**config.mk**
```make
export PLATFORM = sky130hd
export DESIGN_NAME = mos_switch_pair_array_flat
export DESIGN_NICKNAME = d
export VERILOG_FILES = /design/src/rtl/mos_switch_pair_array_if.sv /design/src/rtl/mos_switch_pair_array.sv /design/src/flat_wrapper.sv
export SDC_FILE = /design/constraint.sdc
export NUM_CORES = 1
export LEC_CHECK = 0
export ABC_CLOCK_PERIOD_IN_PS = 800
export CAP_MARGIN = 40
export CORE_MARGIN = 1.5
export CORE_UTILIZATION = 38
export DETAILED_ROUTE_END_ITERATION = 10
export GPL_TIMING_DRIVEN = 0
export PLACE_DENSITY = 0.79
export SYNTH_ARGS = -nofsm -noshare
export SYNTH_HDL_FRONTEND = slang
export SYNTH_SLANG_ARGS = --single-unit
```
**constraint.sdc**
```tcl
create_clock -name clk -period 0.8 [get_ports clk]
set_input_delay 0.16 -clock clk [delete_from_list [all_inputs] [get_ports clk]]
set_output_delay 0.16 -clock clk [all_outputs]
set_load 0.1 [all_outputs]
```
**src/rtl/mos_switch_pair_array_if.sv**
```systemverilog
// Bundle of capture/evaluate signals for the switch-pair array.
// The master drives the switch terminals; the slave (the array) returns
// the registered node values and contention flags.
interface mos_switch_pair_array_if #(
   parameter int N = 32
);
   logic             in_valid;
   logic [2*N-1:0]   n_gate;
   logic [2*N-1:0]   n_src;
   logic [2*N-1:0]   p_gate;
   logic [2*N-1:0]   p_src;
   logic             out_valid;
   logic [2*N-1:0]   node_q;
   logic [N-1:0]     contention_q;

   modport master (
      output in_valid, n_gate, n_src, p_gate, p_src,
      input  out_valid, node_q, contention_q
   );

   modport slave (
      input  in_valid, n_gate, n_src, p_gate, p_src,
      output out_valid, node_q, contention_q
   );
endinterface

```
**src/rtl/mos_switch_pair_array.sv**
```systemverilog
// N independent nmos/pmos switch pairs driving a shared node per lane.
// Each lane evaluates 4-state switch conduction, resolves the wired node,
// and registers the node value plus a strong-drive contention flag.
// Lane encoding (2 bits): 00 = 0, 01 = 1, 10 = Z, 11 = X.
module mos_switch_pair_array #(
   parameter int N = 32
) (
   input  logic                     clk,
   input  logic                     rst_n,
   mos_switch_pair_array_if.slave   bus
);

   localparam logic [1:0] L0 = 2'b00;
   localparam logic [1:0] L1 = 2'b01;
   localparam logic [1:0] LZ = 2'b10;
   localparam logic [1:0] LX = 2'b11;

   // An unknown gate leaves the node either floating or driven, so the
   // result is X unless the source itself is floating.
   function automatic logic [1:0] switch_out(
      input logic [1:0] gate,
      input logic [1:0] src,
      input logic [1:0] on_code,
      input logic [1:0] off_code
   );
      logic [1:0] r;
      if (gate == on_code)       r = src;
      else if (gate == off_code) r = LZ;
      else if (src == LZ)        r = LZ;
      else                       r = LX;
      return r;
   endfunction

   function automatic logic [1:0] resolve(
      input logic [1:0] a,
      input logic [1:0] b
   );
      logic [1:0] r;
      if (a == LZ)      r = b;
      else if (b == LZ) r = a;
      else if (a == b)  r = a;
      else              r = LX;
      return r;
   endfunction

   logic [2*N-1:0] node_d;
   logic [N-1:0]   cont_d;

   for (genvar i = 0; i < N; i++) begin : g_lane
      logic [1:0] n_out;
      logic [1:0] p_out;

      assign n_out = switch_out(bus.n_gate[2*i +: 2], bus.n_src[2*i +: 2], L1, L0);
      assign p_out = switch_out(bus.p_gate[2*i +: 2], bus.p_src[2*i +: 2], L0, L1);
      assign node_d[2*i +: 2] = resolve(n_out, p_out);
      // Only two strong, opposite drives count; X outcomes are not contention.
      assign cont_d[i] = ~n_out[1] & ~p_out[1] & (n_out[0] ^ p_out[0]);
   end

   // Capture all lanes on in_valid; otherwise hold and mark output stale.
   always_ff @(posedge clk or negedge rst_n) begin
      if (!rst_n) begin
         bus.node_q       <= {N{LZ}};
         bus.contention_q <= '0;
         bus.out_valid    <= 1'b0;
      end else begin
         bus.out_valid <= bus.in_valid;
         if (bus.in_valid) begin
            bus.node_q       <= node_d;
            bus.contention_q <= cont_d;
         end
      end
   end

endmodule

```
**src/flat_wrapper.sv**
```systemverilog
// flat-port wrapper written by rule: the top's interface ports become plain ports
module mos_switch_pair_array_flat 
#(
   parameter int N = 32
)
  (clk, rst_n, bus_in_valid, bus_n_gate, bus_n_src, bus_p_gate, bus_p_src, bus_out_valid, bus_node_q, bus_contention_q);
  mos_switch_pair_array_if #(.N(N)) bus_i ();
  input  logic clk;
  input  logic rst_n;
  input wire logic [$bits(bus_i.in_valid)-1:0] bus_in_valid;
  input wire logic [$bits(bus_i.n_gate)-1:0] bus_n_gate;
  input wire logic [$bits(bus_i.n_src)-1:0] bus_n_src;
  input wire logic [$bits(bus_i.p_gate)-1:0] bus_p_gate;
  input wire logic [$bits(bus_i.p_src)-1:0] bus_p_src;
  output wire logic [$bits(bus_i.out_valid)-1:0] bus_out_valid;
  output wire logic [$bits(bus_i.node_q)-1:0] bus_node_q;
  output wire logic [$bits(bus_i.contention_q)-1:0] bus_contention_q;
  assign bus_i.in_valid = bus_in_valid;
  assign bus_i.n_gate = bus_n_gate;
  assign bus_i.n_src = bus_n_src;
  assign bus_i.p_gate = bus_p_gate;
  assign bus_i.p_src = bus_p_src;
  assign bus_out_valid = bus_i.out_valid;
  assign bus_node_q = bus_i.node_q;
  assign bus_contention_q = bus_i.contention_q;
  mos_switch_pair_array #(.N(N)) u_core (.clk(clk), .rst_n(rst_n), .bus(bus_i));
endmodule
```
==> impl_metrics.ini <==
[grt]
grt_usage_pct = 34.4
grt_max_degree = 52
grt_pass1_wl_microns = 53400
antenna_found_initial = 3
grt_pass1_vias = 10100
gr-total-overflow = 0

[synthesis]
synth-seq-cells = 97
synth_fp_nets = 1145
synth_edf_count = 0
yosysUniqueCellTypes = 20
avgSynthCellArea_sq_um = 8.93
yosysWarnings = 0
seq_area_frac_synth_pct = 33.6
syn_area_sq_um = 7340
ys.flop_type = dfrtp_1
async_reset_ff_share_pct = 100
synth_cells = 822

[setup_path]
max_stage_delay_ns = 0.58
worst-path-buf-inv = 2
cp-end-kind = primary output
critPathLaunch = u_core.bus.node_q[19]
worstPathArrival_ns = 1.22
worstSetupPathType = reg2out
r2r-start = u_core.bus.node_q[13]
cp_cell_sequence = buf_6, buf_12
critPathTopFamily = flip-flops
crit_fanout = 2
crit_path_start_kind = flop
critical_path_required_ns = 0.64
cp_slowest_cell = dfstp_2

[drt]
routedWlPerCell_microns = 25.5
ant_nets = 0
drc = 0
vias = 9745
postRouteWirelength_microns = 42400
first_pass_iters = 5
viasPerCell = 5.86
drtIter0Drc = 607

[cells_and_area]
layout_commonest_cell = buf_6
multi_input_area_sq_um = 6260
area_delta_synth_final_pct = 128
fin_cells = 1662
drive_gt1_share_pct = 76.7
final_cell_mix = buf_6 (164), buf_4 (151), buf_16 (69)
final_nets = 1717
fillerInstances = 707
seq_area_sq_um = 2710

[clocking]
htree_levels = 3
cts_tree = yes
clock_latency_ns = 0.35
cts_made_buffers = 9
clockRootBuffer = clkbuf_16
clk_pin_slew_ns = 0.07
cts_sinks = 97
cts_max_path_buffers = 2

[floorplan]
die_height_microns = 142
fp.dieW_microns = 142
start_util_pct = 39.0
die_area_sq_um = 20200
ios = 356
core_sq_um = 18800
rows = 50

[sta]
fin_hold_ws_ns = -0.144
tns_ns = -58.62
max_slew_margin_pct = 50.5
period_needed_ns = 1.38
worst_pin_slew_ns = 0.742
clock-skew-final_ns = 0
fmax_mhz = 724
rsz0062_at_grt = true
slew_viol_final = 0
worst_slack_ns = -0.580
finalSetupViolCount = 182
period_share_pct = 173
hold_viol_final = 30

[min_path]
hp-class = in2async

[power_and_ir_drop]
p_total_mw = 22.3
leakage_nw = 7.55
power_density_nw_per_um2 = 1340
peakVddDrop_uv = 1250

[placed_design]
dp_hpwl_microns = 23900
gp_congestion = 0.862
dpl_worst_slack_ns = -1.35
buffer_ports.inserted = 355
placed_cells = 1535

[status]
violations = negative hold slack, negative setup slack
status = complete, but fails checks

[job]
cap_violations = 0
synthesized netlist by cell type, types with 64 or more instances:
library cell,n,area share (%)
inv_1,96,4.9
ha_1,64,11
nor2b_1,96,8.2
nor2_1,96,4.9
dfrtp_1,65,22
final timing paths:
path                            slack, ns                           to  depth (start not counted)
worst max-delay path                -0.58               bus_node_q[19]                          2
min in group clk                     0.21        u_core.bus.node_q[33]                          4
worst min-delay path                -0.14  u_core.bus.contention_q[11]                          1
max in group asynchronous            0.16        u_core.bus.node_q[63]                          2
worst min register to register       0.54        u_core.bus.node_q[33]                          2
worst max register to register      -0.36        u_core.bus.node_q[13]                          4
worst reg2reg max path, stage by stage (launching register included):
cell      delay (ns)
dfstp_2         0.55
buf_4           0.11
buf_4           0.10
nor2_1          0.05
a211oi_2        0.25
flip-flops by register name (all words and copies together), names as in the netlist:
name                     flops
u_core.bus.contention_q     32
u_core.bus.out_valid         1
u_core.bus.node_q           64
final cells by class:
| class | instances | area share, % |
|---|---|---|
| diodes | 3 | 0.0449 |
| well taps | 260 | 1.94 |
| clock inverters | 2 | 0.224 |
| plain buffers | 21 | 1.17 |
| repair buffers | 561 | 39.0 |
| inverters | 96 | 2.47 |
| flip-flops and latches | 97 | 16.2 |
| multi-input cells | 608 | 37.4 |
| clock buffers | 14 | 1.52 |
through the flow:
stage | util, % | cell area [sq um]
final | 88.8 | 16700
after global routing | 88.8 | 16700
after CTS | 82.0 | 15400
after detailed placement | 77.9 | 14700
after global placement | 65.5 | 12300
after floorplan | - | 8460
power breakdown:
group | internal [mW] | switching [mW] | leakage [nW]
Combinational | 5.76 | 6.04 | 6.36
Sequential | 5.49 | 0.524 | 1.05
Clock | 2.52 | 2.00 | 0.137
Total | 13.8 | 8.57 | 7.55
per-layer routing:
layer / vias to the layer above / track usage, % / part of all wire [%]
met3: 288 / 6.86 / 9.1
met4: 0 / 20.9 / 8.1
met2: 733 / 64.8 / 50
met1: 4682 / 34.8 / 32
li1: 4042 / - / -
met5: - / 0 / 0
timing repair:
action	4_1_cts	5_1_grt
endpoints found under the hold margin	30	31
pin swaps	204	254
setup endpoints to repair	193	187
resized for setup	1321	407
setup buffers	98	96
cells by family (layout without fill, tap and decap cells):
group,after synthesis,in the layout,share of synthesized area [%]
AND/OR/NAND/NOR,352,352,29.5
flip-flops,97,97,33.6
AO/OA/AOI/OAI,160,160,15.3
other,0,3,0
adder cells (fa/ha/maj),64,64,10.9
multiplexers,32,32,4.37
buffers and inverters,117,694,6.34
Power figures use the tool's default switching activity.
